$ cat src/rtl/mc_ctrl.sv
// -----------------------------------------------------------------------------
// mc_ctrl -- multi-cycle control unit for the MIPS core.
//
// Sequences every instruction through FETCH / DECODE / EXEC / MEM / WB so that
// the instruction memory, ALU, data memory and register file can be shared
// across cycles. FETCH and MEM each last MEM_LAT cycles, timed by an internal
// wait counter. Also keeps a retired-instruction counter and a sticky flag
// that records any undecodable instruction.
//
// Parameters:
//   MEM_LAT  cycles per IM or DM access (>= 1)
//   CNT_W    width of the retired-instruction counter
//
// Ports:
//   clk_i         clock, rising edge
//   reset_i       asynchronous reset, active high
//   op_i          IR[31:26]
//   func_i        IR[5:0]
//   zero_i        ALU equality flag
//   ir_write_o    load IR (last FETCH cycle)
//   pc_write_o    update PC this cycle (once per instruction)
//   pc_src_o      0 pc+4, 1 branch target, 2 jump target, 3 rs
//   reg_write_o   register file write enable
//   reg_dst_o     0 rt, 1 rd, 2 $31
//   mem_to_reg_o  0 ALU, 1 DM, 2 pc+4
//   alu_src_o     0 rd2, 1 extender output
//   ext_op_o      0 zero-ext, 1 sign-ext, 2 lui (imm << 16)
//   alu_op_o      0 ADD, 1 SUB, 2 OR, 3 PASSB
//   mem_read_o    DM read in progress
//   mem_write_o   DM write strobe (single pulse)
//   state_o       current state encoding
//   retired_o     count of completed legal instructions (wraps)
//   illegal_o     sticky: undecodable instruction seen
// -----------------------------------------------------------------------------
module mc_ctrl #(
    parameter int MEM_LAT = 1,
    parameter int CNT_W   = 32
) (
    input  logic             clk_i,
    input  logic             reset_i,
    input  logic [5:0]       op_i,
    input  logic [5:0]       func_i,
    input  logic             zero_i,
    output logic             ir_write_o,
    output logic             pc_write_o,
    output logic [1:0]       pc_src_o,
    output logic             reg_write_o,
    output logic [1:0]       reg_dst_o,
    output logic [1:0]       mem_to_reg_o,
    output logic             alu_src_o,
    output logic [1:0]       ext_op_o,
    output logic [1:0]       alu_op_o,
    output logic             mem_read_o,
    output logic             mem_write_o,
    output logic [2:0]       state_o,
    output logic [CNT_W-1:0] retired_o,
    output logic             illegal_o
);

    localparam int WAIT_W = (MEM_LAT > 1) ? $clog2(MEM_LAT) : 1;
    localparam logic [WAIT_W-1:0] WAIT_LAST = WAIT_W'(MEM_LAT - 1);

    localparam logic [5:0] OP_RTYPE = 6'b000000;
    localparam logic [5:0] OP_ORI   = 6'b001101;
    localparam logic [5:0] OP_LUI   = 6'b001111;
    localparam logic [5:0] OP_LW    = 6'b100011;
    localparam logic [5:0] OP_SW    = 6'b101011;
    localparam logic [5:0] OP_BEQ   = 6'b000100;
    localparam logic [5:0] OP_J     = 6'b000010;
    localparam logic [5:0] OP_JAL   = 6'b000011;

    localparam logic [5:0] FN_ADDU  = 6'b100001;
    localparam logic [5:0] FN_SUBU  = 6'b100011;
    localparam logic [5:0] FN_JR    = 6'b001000;
    localparam logic [5:0] FN_NOP   = 6'b000000;

    typedef enum logic [2:0] {
        FETCH  = 3'd0,
        DECODE = 3'd1,
        EXEC   = 3'd2,
        MEM    = 3'd3,
        WB     = 3'd4
    } state_t;

    state_t             stateQ, stateD;
    logic [WAIT_W-1:0]  waitQ, waitD;
    logic [CNT_W-1:0]   retiredQ, retiredD;
    logic               illegalQ, illegalD;

    logic isRType, isAddu, isSubu, isJr, isNop;
    logic isOri, isLui, isLw, isSw, isBeq, isJ, isJal, isLegal;

    logic [1:0] instPcSrc, instRegDst, instMemToReg, instExtOp, instAluOp;
    logic       instAluSrc;

    logic irWrite, pcWrite, regWrite, memRead, memWrite, retire;
    logic lastWait;

    // Instruction classification straight from the IR fields.
    always_comb begin
        isRType = (op_i == OP_RTYPE);
        isAddu  = isRType && (func_i == FN_ADDU);
        isSubu  = isRType && (func_i == FN_SUBU);
        isJr    = isRType && (func_i == FN_JR);
        isNop   = isRType && (func_i == FN_NOP);
        isOri   = (op_i == OP_ORI);
        isLui   = (op_i == OP_LUI);
        isLw    = (op_i == OP_LW);
        isSw    = (op_i == OP_SW);
        isBeq   = (op_i == OP_BEQ);
        isJ     = (op_i == OP_J);
        isJal   = (op_i == OP_JAL);
        isLegal = isAddu | isSubu | isJr | isNop | isOri | isLui |
                  isLw | isSw | isBeq | isJ | isJal;
    end

    // Per-instruction datapath selects; held constant from DECODE through WB
    // because the IR does not change once loaded. Illegal encodings get all 0.
    always_comb begin
        instPcSrc    = 2'd0;
        instRegDst   = 2'd0;
        instMemToReg = 2'd0;
        instAluSrc   = 1'b0;
        instExtOp    = 2'd0;
        instAluOp    = 2'd0;
        if (isJ || isJal) begin
            instPcSrc = 2'd2;
        end
        if (isJr) begin
            instPcSrc = 2'd3;
        end
        if (isBeq) begin
            instPcSrc = zero_i ? 2'd1 : 2'd0;
        end
        if (isAddu || isSubu) begin
            instRegDst = 2'd1;
        end
        if (isJal) begin
            instRegDst   = 2'd2;
            instMemToReg = 2'd2;
        end
        if (isLw) begin
            instMemToReg = 2'd1;
        end
        instAluSrc = isOri | isLui | isLw | isSw;
        if (isLui) begin
            instExtOp = 2'd2;
        end
        if (isLw || isSw) begin
            instExtOp = 2'd1;
        end
        if (isSubu || isBeq) begin
            instAluOp = 2'd1;
        end
        if (isOri) begin
            instAluOp = 2'd2;
        end
        if (isLui) begin
            instAluOp = 2'd3;
        end
    end

    // Next-state, wait counter and strobes. Every path back to FETCH carries
    // exactly one pc_write; retire marks that cycle for legal instructions.
    always_comb begin
        stateD       = stateQ;
        waitD        = waitQ;
        illegalD     = illegalQ;
        irWrite      = 1'b0;
        pcWrite      = 1'b0;
        regWrite     = 1'b0;
        memRead      = 1'b0;
        memWrite     = 1'b0;
        retire       = 1'b0;
        pc_src_o     = 2'd0;
        reg_dst_o    = 2'd0;
        mem_to_reg_o = 2'd0;
        alu_src_o    = 1'b0;
        ext_op_o     = 2'd0;
        alu_op_o     = 2'd0;
        lastWait     = (waitQ == WAIT_LAST);

        if (stateQ inside {DECODE, EXEC, MEM, WB}) begin
            pc_src_o     = instPcSrc;
            reg_dst_o    = instRegDst;
            mem_to_reg_o = instMemToReg;
            alu_src_o    = instAluSrc;
            ext_op_o     = instExtOp;
            alu_op_o     = instAluOp;
        end

        case (stateQ)
            FETCH: begin
                if (lastWait) begin
                    irWrite = 1'b1;
                    waitD   = '0;
                    stateD  = DECODE;
                end else begin
                    waitD = waitQ + WAIT_W'(1);
                end
            end
            DECODE: begin
                if (isJ || isJal || isJr || isNop) begin
                    pcWrite  = 1'b1;
                    regWrite = isJal;
                    retire   = 1'b1;
                    stateD   = FETCH;
                end else if (!isLegal) begin
                    illegalD = 1'b1;
                    pcWrite  = 1'b1;
                    stateD   = FETCH;
                end else begin
                    stateD = EXEC;
                end
            end
            EXEC: begin
                if (isBeq) begin
                    pcWrite = 1'b1;
                    retire  = 1'b1;
                    stateD  = FETCH;
                end else if (isLw || isSw) begin
                    waitD  = '0;
                    stateD = MEM;
                end else begin
                    stateD = WB;
                end
            end
            MEM: begin
                memRead = isLw;
                if (lastWait) begin
                    waitD = '0;
                    if (isSw) begin
                        memWrite = 1'b1;
                        pcWrite  = 1'b1;
                        retire   = 1'b1;
                        stateD   = FETCH;
                    end else if (isLw) begin
                        stateD = WB;
                    end else begin
                        stateD = FETCH;
                    end
                end else begin
                    waitD = waitQ + WAIT_W'(1);
                end
            end
            WB: begin
                regWrite = 1'b1;
                pcWrite  = 1'b1;
                retire   = 1'b1;
                stateD   = FETCH;
            end
            default: begin
                waitD  = '0;
                stateD = FETCH;
            end
        endcase

        retiredD = retire ? (retiredQ + CNT_W'(1)) : retiredQ;
    end

    // All architectural state lives here; reset aborts any instruction in
    // flight without counting it.
    always_ff @(posedge clk_i or posedge reset_i) begin
        if (reset_i) begin
            stateQ   <= FETCH;
            waitQ    <= '0;
            retiredQ <= '0;
            illegalQ <= 1'b0;
        end else begin
            stateQ   <= stateD;
            waitQ    <= waitD;
            retiredQ <= retiredD;
            illegalQ <= illegalD;
        end
    end

    // Strobes are gated by reset so nothing reaches the datapath while reset
    // is held, even in the FETCH cycle that would load the IR when MEM_LAT=1.
    always_comb begin
        ir_write_o  = irWrite  & ~reset_i;
        pc_write_o  = pcWrite  & ~reset_i;
        reg_write_o = regWrite & ~reset_i;
        mem_read_o  = memRead  & ~reset_i;
        mem_write_o = memWrite & ~reset_i;
        state_o     = stateQ;
        retired_o   = retiredQ;
        illegal_o   = illegalQ;
    end

endmodule

$ cat config.mk
export PLATFORM = sky130hd
export DESIGN_NAME = mc_ctrl
export DESIGN_NICKNAME = d
export VERILOG_FILES = /design/src/rtl/mc_ctrl.sv
export SDC_FILE = /design/constraint.sdc
export NUM_CORES = 1
export LEC_CHECK = 0
export ABC_AREA = 1
export BUFFER_PORTS_ARGS = -buffer_cell sky130_fd_sc_hd__buf_4
export CORE_MARGIN = 2
export CORE_UTILIZATION = 56
export CTS_BUF_LIST = sky130_fd_sc_hd__clkbuf_4
export DETAILED_ROUTE_END_ITERATION = 12
export PLACE_DENSITY = 0.83
export SLEW_MARGIN = 20
export SYNTH_ARGS = -nofsm -noshare
export SYNTH_HDL_FRONTEND = slang
export SYNTH_SLANG_ARGS = --single-unit
$ cat constraint.sdc
create_clock -name clk_i -period 2.3 [get_ports clk_i]
set_clock_uncertainty 0.1 [all_clocks]
set_input_delay 0.46 -clock clk_i [delete_from_list [all_inputs] [get_ports clk_i]]
set_output_delay 0.46 -clock clk_i [all_outputs]
set_load 0.01 [all_outputs]
# ---- After elaboration in Yosys (flattened, before gate mapping)
# Index checks and enable logic that the tools add are counted.
dict set report word_totals {
  reg_bits 37
  input_bits 15
  word_cells 111
}
dict set report classes {
  addsub 2
  eq_ne 18
  muxes 46
  bitwise 22
  n_reduce_logical 19
}
# operator count
set ops {}
lappend ops {{two-way mux 2 bit} 17}
lappend ops {{adder 32 x 1 -> 32 bit (second input constant)} 1}
lappend ops {{== test 6 bit (second input constant)} 4}
lappend ops {{== test 6 x 4 -> 1 bit (second input constant)} 3}
lappend ops {{two-way mux 1 bit} 18}
lappend ops {{two-way mux 3 bit} 6}
lappend ops {{OR 1 bit} 13}
lappend ops {{== test 6 x 2 -> 1 bit (second input constant)} 2}
lappend ops {{zero test 6 bit} 2}
lappend ops {{one-hot mux 3 bit (4 select lines)} 1}
lappend ops {{!= test 2 bit (second input constant)} 4}
lappend ops {{one-hot mux 1 bit (4 select lines)} 2}
lappend ops {{== test 3 x 2 -> 1 bit (second input constant)} 2}
lappend ops {{== test 6 x 3 -> 1 bit (second input constant)} 1}
lappend ops {{logical OR 1 bit} 6}
lappend ops {{AND reduction 3 bit} 2}
lappend ops {{AND 1 bit} 5}
lappend ops {{logical AND 1 bit} 4}
lappend ops {{NOT 1 bit} 4}
lappend ops {{nonzero test 4 bit} 1}
lappend ops {{OR reduction 2 bit} 2}
lappend ops {{== test 3 x 1 -> 1 bit (second input constant)} 1}
lappend ops {{== test 3 bit (second input constant)} 1}
lappend ops {{zero test 3 bit} 1}
lappend ops {{other kinds (4)} 4}

# ---- Longest topological paths before layout
# Gate-level depths: netlist of run 1.
dict set report logic_depth {
  word_depth 16
  ltp_mapped 10
}

# ---- Worst setup path after synthesis of run 1
# OpenSTA, ideal clock, no wires.
dict set report synth_timing {
  kind {register -> output}
  startpoint {reg stateQ[1], in the netlist state_o[1]}
  endpoint {out pc_write_o}
  arrival_ns 1.428
  path_slack_ns 0.312
  path_stages_with_launch 8
  path_buffers 1
  cell_sequence {dfrtp_1 inv_1 nor2_1 nand2_1 nor3_1 nor2_2 buf_2 a21oi_1}
}
dict set report synth_via {
  elab_chain_cells 3
}
# item line_no
set synth_rtl {}
lappend synth_rtl {{start: declaration} 85} ;# state_t stateQ, stateD;
lappend synth_rtl {{start signal: assignment} 270} ;# stateQ <= stateD;
lappend synth_rtl {{== test 3 bit (tied with other cells)} 192} ;# case (stateQ)
lappend synth_rtl {{one-hot mux 1 bit (4 select lines) (*)} 192}
lappend synth_rtl {{AND 1 bit (*)} 281} ;# pc_write_o = pcWrite & ~reset_i;
lappend synth_rtl {{end: declaration} 45} ;# output logic pc_write_o,
# Mark *: on every way between the ends. The rest lies on a longest branch, timed or not.

# ---- Final worst setup path of run 1
dict set report layout_timing {
  startpoint {reg stateQ[1], in the netlist state_o[1]}
  endpoint {out pc_src_o[0]}
}
dict set report layout_via {
  elab_chain_cells 3
}
# item line_no
set layout_rtl {}
lappend layout_rtl {{== test 3 x 1 -> 1 bit (tied with other cells)} 183} ;# if (stateQ inside {DECODE, EXEC, MEM, WB}) begin
lappend layout_rtl {{nonzero test 4 bit (*)} 183}
lappend layout_rtl {{two-way mux 2 bit (*)} 183}
lappend layout_rtl {{end: declaration} 46} ;# output logic [1:0] pc_src_o,
# Marks and branches as above.

==> results, run 1 <==
- The detail route stage leaves a number of antenna-violating nets equal to 0.
- STA classifies the critical path startpoint as a register.
- The number of antenna violations at the first check in global routing is 0.
- The number of nets in the synthesized netlist is ~440.
- The power per standard cell area is ~470 nW/um2.
- The number of global-route vias before repair was 2599.
- The setup TNS after final layout is 0 ns.
- The critical path is of the reg2out type.
- At the later pin of the worst-skew pair, clock insertion delay measures 0.35 ns.
- The library cells used most frequently in the layout, excluding fill and tap cells, are nand2_1, buf_4, nor2_1, inv_1, dfrtp_1.
- The initial core utilization is 58.8%.
- The leftover overflow at the end of global routing is 0.
- Timing would allow up to 0.436 GHz.
- TritonCTS built the clock tree.
- Of all cell types, the one taking the most synthesized area is dfrtp_1.
- The violation count after the first detailed-routing iteration is about 180.
- The finished cells cover roughly 3500 um2.
- The placed wire-length estimate after detailed placement is between 5 and 6 mm.
- For this block, the routed nets add up to 7.53 mm of wire.
- The flow ran to the end, and the final reports show no timing, DRC or antenna violations.
- In this run the tool buffered the top-level ports with between 60 and 70 buffer cells.
- Leaving out fill and tap cells, the most frequent cell in the layout is nand2_1.
- The type of destination of the critical path is an output pin.
- The routability-driven placement congestion ratio is 0.948.
- The transition time at the pin with the least slew margin is 0.577 ns.
- From synthesis to final layout, the design area changed by 23.7%.
- The final setup violation count is 0.
- Measured against its own limit, the worst slew margin works out to around 61%.
- Of the available clock period, the critical path in the final layout requires about 100%.
- The routed design could run at a clock period as short as 2.29 ns.
- Buffers inserted during clock tree synthesis total 5.
- For this run, the register share of the synthesized area comes to about a third.
- Global routing used between 20% and 30% of the available tracks across all layers.
- The warning count from the yosys run is 0.
- Setup repair after global routing could not meet its margin everywhere.
- The first global-routing pass estimated between 10 and 15 mm of wire.
- The post-synthesis average cell area is around 6.7 um2.
- The hold violation count in the final report is 0.
- Clock-pin slew was measured on the worst setup and hold paths at 0.12 ns.
- Across the VDD grid, the largest voltage drop is roughly 0.00034 V.
- The detail-routed via count per cell is slightly above 5.
- The die is around 75 um tall.
- The count of vias placed by the detailed router is ~2900.
- For this design, the CTS-stage hold fixing added 0 buffers.
- The area enclosed by the die boundary is around 5600 um2.
- The total number of nets in the final design is just over 500.
- between 60 and 70 I/O pins were placed.
- The die width is ~75 um.
- Counting every sink on the clock net gives 36.
- The count of state elements after synthesis is 36.
- The post-route netlist has between 20% and 30% of its cells at a drive strength greater than 1.
- The floorplan has 25 rows.
- The pin count of the biggest net entering global routing is 54.
- The finished layout holds roughly 560 standard cells, fillers aside.
- The number of unique standard cell types used by synthesis is 30.
- The clock passes through at most 2 buffers.
- The number of H-tree levels is 2.
- The core area is 4750 um2.
- The worst endpoint data arrival time is roughly 1.7 ns.
- The cell area after technology mapping is around 2800 um2.
- The placed instances occupy a cell area of about 3300 um2.
- The clock root buffer master is clkbuf_4.
- After detailed routing, the number of remaining DRC violations is 0.
- The standby leakage power is 1.73 nW.
- In this run the worst hold path is classified as in2async.
- The average routed wire per standard cell is roughly 13 um.
- The repair_antennas step left the layout with diodes totalling 0.
- After detailed placement, the design holds a cell count of 550.
- The first TritonRoute pass finished after 4 iterations.
- The count of pins over their slew limit is 0.
- After synthesis, the cell types taking the most area are dfrtp_1, nand2_1, nor2_1.
- The gate count of the mapped netlist is 420.
- At the worst endpoint, the required time is around 1.7 ns.
- Along the worst path, the maximum fanout reaches 5.
- Across the run, the number of max-cap violations was 0.
- The fraction of synthesized cell area taken by the top area cell type is ~32%.
==> metal layers <==
metal / track usage (%) / share of wire, % / vias up / wire length (um)
li1: - / - / 1464 / -
met2: 46.6 / 48 / 84 / 3650
met4: 7.14 / 1.2 / 0 / 89
met5: 0 / 0 / - / 0
met3: 4.28 / 5.4 / 8 / 409
met1: 38.5 / 45 / 1328 / 3390
==> area by class of cell <==
cell class | count | area, um2
clock buffer | 5 | 37.5
clock inverter | 3 | 37.5
fill | 428 | 1300
inverter | 48 | 180
multi-input combinational | 329 | 1650
sequential | 36 | 902
tap | 67 | 83.8
timing repair buffer | 74 | 563
==> cells in the mapped netlist, drive strengths merged <==
| master | number |
|---|---|
| nand2 | 158 |
| nor2 | 64 |
| a21oi | 3 |
| dfrtp | 36 |
| o21bai | 1 |
| buf | 7 |
| nand3b | 4 |
| nand4 | 3 |
| nor4 | 2 |
| a31oi | 1 |
| ha | 1 |
| nor3 | 15 |
| xnor2 | 1 |
| inv | 48 |
| o21a | 1 |
| o21ai | 24 |
| nand3 | 37 |
| xor2 | 14 |
==> cells by family after synthesis <==
kind of cell,after synthesis,synth area share (%)
fa+ha+maj,1,0.448
xor+xnor,15,4.70
simple gates,283,44.6
flops,36,32.2
compound gates,30,8.42
buf+inv,55,9.58
==> state kept, by name, indices dropped and copies added (netlist names) <==
| signal | count |
|---|---|
| illegal_o | 1 |
| retired_o | 32 |
| state_o | 3 |
==> repair_timing <==
item                                    CTS  global route
pin swaps                                 1             4
endpoints found under the setup margin    3            12
buffers inserted                          0             4
gates cloned                              0             0
resized for setup                         1            16
==> power by group <==
group	total (W)	switching, W	internal (W)
Combinational	0.000468	0.000284	0.000185
Sequential	0.000695	0.0000311	0.000664
Clock	0.000452	0.000230	0.000222
==> critical path, cell delays in order (launching register included) <==
cell and delay [ns]:
dfrtp_1 0.40, inv_2 0.08, nor2_4 0.15, nand2_2 0.08, nand4_1 0.25, o21ai_0 0.13, a21oi_1 0.14, buf_4 0.14
==> worst paths after layout <==
kind	startpoint	to	slack, ns	cells past startpoint
worst max-delay path	state_o[1]	pc_src_o[0]	0.007	7
worst min-delay path	reset_i	retired_o[10]	0.08	3
max in group asynchronous	reset_i	state_o[2]	1.79	3
min in group clk_i	illegal_o	illegal_o	0.41	1
worst min register to register	illegal_o	illegal_o	0.41	1
worst max register to register	state_o[1]	retired_o[17]	0.33	9
==> per-stage QoR <==
stage | utilization, % | total power [W] | hold WS (ns) | setup slack (ns)
global route | 72.7 | 0.00170 | 0.0780 | -0.0853
floorplan | - | 0.000960 | 0.413 | 0.312
finish | 72.7 | 0.00162 | 0.0771 | 0.00701
CTS | 71.4 | 0.00155 | 0.0820 | 0.0100
detailed placement | 69.7 | 0.00111 | 0.380 | 0.132
global placement | 69.7 | 0.00110 | 0.366 | 0.152
Power figures use the tool's default switching activity.
==> inputs of run 2 (changes only) <==
--- a/config.mk
+++ b/config.mk
@@ -7,11 +7,11 @@
 export LEC_CHECK = 0
 export ABC_AREA = 1
 export BUFFER_PORTS_ARGS = -buffer_cell sky130_fd_sc_hd__buf_4
-export CORE_MARGIN = 2
+export CORE_MARGIN = 5
 export CORE_UTILIZATION = 56
 export CTS_BUF_LIST = sky130_fd_sc_hd__clkbuf_4
 export DETAILED_ROUTE_END_ITERATION = 12
-export PLACE_DENSITY = 0.83
+export PLACE_DENSITY = 0.9
 export SLEW_MARGIN = 20
 export SYNTH_ARGS = -nofsm -noshare
 export SYNTH_HDL_FRONTEND = slang
==> results, run 2 (same netlist as run 1, synthesis figures left out) <==
- The headroom to the max-slew limit is approximately 61%.
- The final route contains a little over 3000 vias.
- The critical path starts at state_o[2].
- The hold violation count in the final report is 0.
- The most common library cell in the layout ignoring fill and taps is nand2_1.
- Wires add up to between 7 and 8 mm.
- In the layout the commonest cells are nand2_1, buf_4, nor2_1, inv_1, dfrtp_1.
- The number of buffers inserted during clock tree synthesis is 5.
- The post-route worst setup slack is -0.0211 ns.
- During placement, the flow inserted port buffers numbering 66.
- After detailed routing, the number of vias per cell comes to approximately 5.4.
- The post-place setup slack is about 0.12 ns.
- The worst setup path is launched from a register.
- The number of antenna violations at the first check in global routing was 0.
- The HPWL after detailed placement is between 5 and 6 mm.
- The required time of the critical path is approximately 1.7 ns.
- The placed instance area is 3320 um2.
- The number of max-cap violations is 0.
- Along the worst path, the maximum fanout reaches 5.
- For the pin with the worst max-slew slack, the measured transition is between 0.5 and 0.6 ns.
- Of the available clock period, the critical path in the final layout requires 101%.
- The final layout contains between 500 and 600 nets.
- The endpoint identified for the worst register-to-register timing path is retired_o[16].
- The violation count after the first detailed-routing iteration is ~230.
- The cell count of the worst reg-to-reg path is 8.
- The clock tree from TritonCTS is built.
- The run finished, with violations left.
- Pin placement for this block handled 67 I/O pins.
- For this run, the number of standard cells in the final layout without fillers is ~570.
- The checks that failed: setup timing.
- The die width is about 80 um.
- Based on the critical path, the design can be clocked at up to 0.431 GHz.
- Relative to the synthesized area, the layout overhead comes to 25.7%.
- The worst setup path is captured at an output pin.
- The total of fill cells in the finished design is roughly 390.
- The clock passes through at most 2 buffers.
- After routing the design area is around 3500 um2.
- The routability-driven placement congestion ratio is slightly above 0.9.
- The clock root buffer master is clkbuf_4.
- After clock tree synthesis, the clock-pin slew on the worst setup and hold paths is between 0.1 and 0.15 ns.
- After detailed routing, the number of remaining DRC violations is 0.
- The average routed wire per standard cell is between 10 and 15 um.
- The global-route usage over all layers is between 20 and 25%.
- The initial core utilization is approximately three fifths.
- For this design the ratio of total power to cell area is about 480 nW/um2.
- The register-to-register setup slack is around 0.3 ns.
- The register with the most flip-flops in the layout has 32 of them.
- The worst register-to-register path begins at retired_o[1].
- The standby leakage power is 1.75 nW.
- The final design utilization is 73.4%.
- The first detailed-routing pass took 5 iterations.
- Once detail routing completed, the nets flagged for antenna violations numbered 0.
- The number of cells in the design after placement is 550.
- The H-tree generated during clock tree synthesis spans 2 levels.
- The total clock sinks is 36.
- The core area is roughly 4800 um2.
- Entering global routing, the biggest net connects 54 pins.
- The count of pins over their slew limit is 0.
- The wire length of the first global-routing pass is about 13 mm.
- The min-delay analysis places its worst path in the category in2async.
- Global routing finished with a remaining overflow of 0.
- The clock latency reported for the late side of the worst-skew pair is 0.35 ns.
- At the worst endpoint, the arrival time is 1.76 ns.
- Cells with a size suffix above 1 make up 28.9% of the layout.
- Setup repair after global routing could not meet its margin everywhere.
- The worst-case IR drop observed on VDD is 0.000241 V.
- The final antenna diode count is 0.
- The most critical setup path has its endpoint at ext_op_o[1].
- By startpoint and endpoint, the worst setup path is classified as reg2out.
- Setup violations remaining at the end of the flow were counted as 1.
- The total number of placement rows is 25.
- The height of the chip is 80.6 um.
- The time the final worst path needs with I/O delays and setup is between 2 and 2.5 ns.
- The area enclosed by the die boundary is around 6500 um2.
- The number of global-route vias before repair came to around 2900.
## run 2: worst min path at each step
stage	to	depth (start not counted)	from	slack [ns]
6_report	retired_o[6]	3	reset_i	0.08
2_1_floorplan	illegal_o	1	illegal_o	0.41
4_1_cts	retired_o[14]	3	reset_i	0.07
5_1_grt	retired_o[9]	3	reset_i	0.09
3_5_place_dp	illegal_o	1	illegal_o	0.37
3_3_place_gp	illegal_o	1	illegal_o	0.37
## run 2: cell type report
type	count	area [um2]	area share, %
Clock buffer	5	37.5	1.07
Clock inverter	3	46.3	1.32
Inverter	48	180	5.13
Multi-Input combinational cell	329	1680	47.7
Sequential cell	36	902	25.7
Tap cell	67	83.8	2.39
Timing Repair Buffer	77	586	16.7
## run 2: critical path: stages (launching register included)
cell	delay, ns
dfrtp_2	0.47
buf_6	0.14
nand3_4	0.08
nand4_1	0.28
buf_4	0.25
nand2_2	0.06
inv_2	0.03
buf_6	0.11
## run 2: what timing repair did
action / 4_1_cts / 5_1_grt
hold endpoints to repair: 0 / 0
buffers inserted: 0 / 7
gates resized for setup: 0 / 21
hold buffers: 0 / 0
setup endpoints to repair: 0 / 12
## run 2: per-stage QoR
stage / power [W] / hold slack, ns / setup TNS (ns)
2_1_floorplan: 0.000960 / 0.413 / 0
3_3_place_gp: 0.00110 / 0.368 / 0
3_5_place_dp: 0.00111 / 0.372 / 0
4_1_cts: 0.00158 / 0.0722 / 0
5_1_grt: 0.00176 / 0.0901 / -0.547
6_report: 0.00168 / 0.0785 / -0.0211
## run 2: routing by layer
layer / part of all wire (%) / track usage [%] / vias up
met5: 0 / 0 / -
met4: 1.3 / 5.74 / 0
met3: 7.7 / 3.92 / 13
met2: 50 / 42.5 / 140
met1: 41 / 31.2 / 1420
li1: - / - / 1477
## run 2: report_power, final
| group | total [W] | switching (W) | internal (W) | leakage (nW) |
|---|---|---|---|---|
| combinational | 0.000510 | 0.000310 | 0.000200 | 1.22 |
| clock | 0.000475 | 0.000243 | 0.000232 | 0.0418 |
| sequential | 0.000693 | 0.0000289 | 0.000664 | 0.491 |
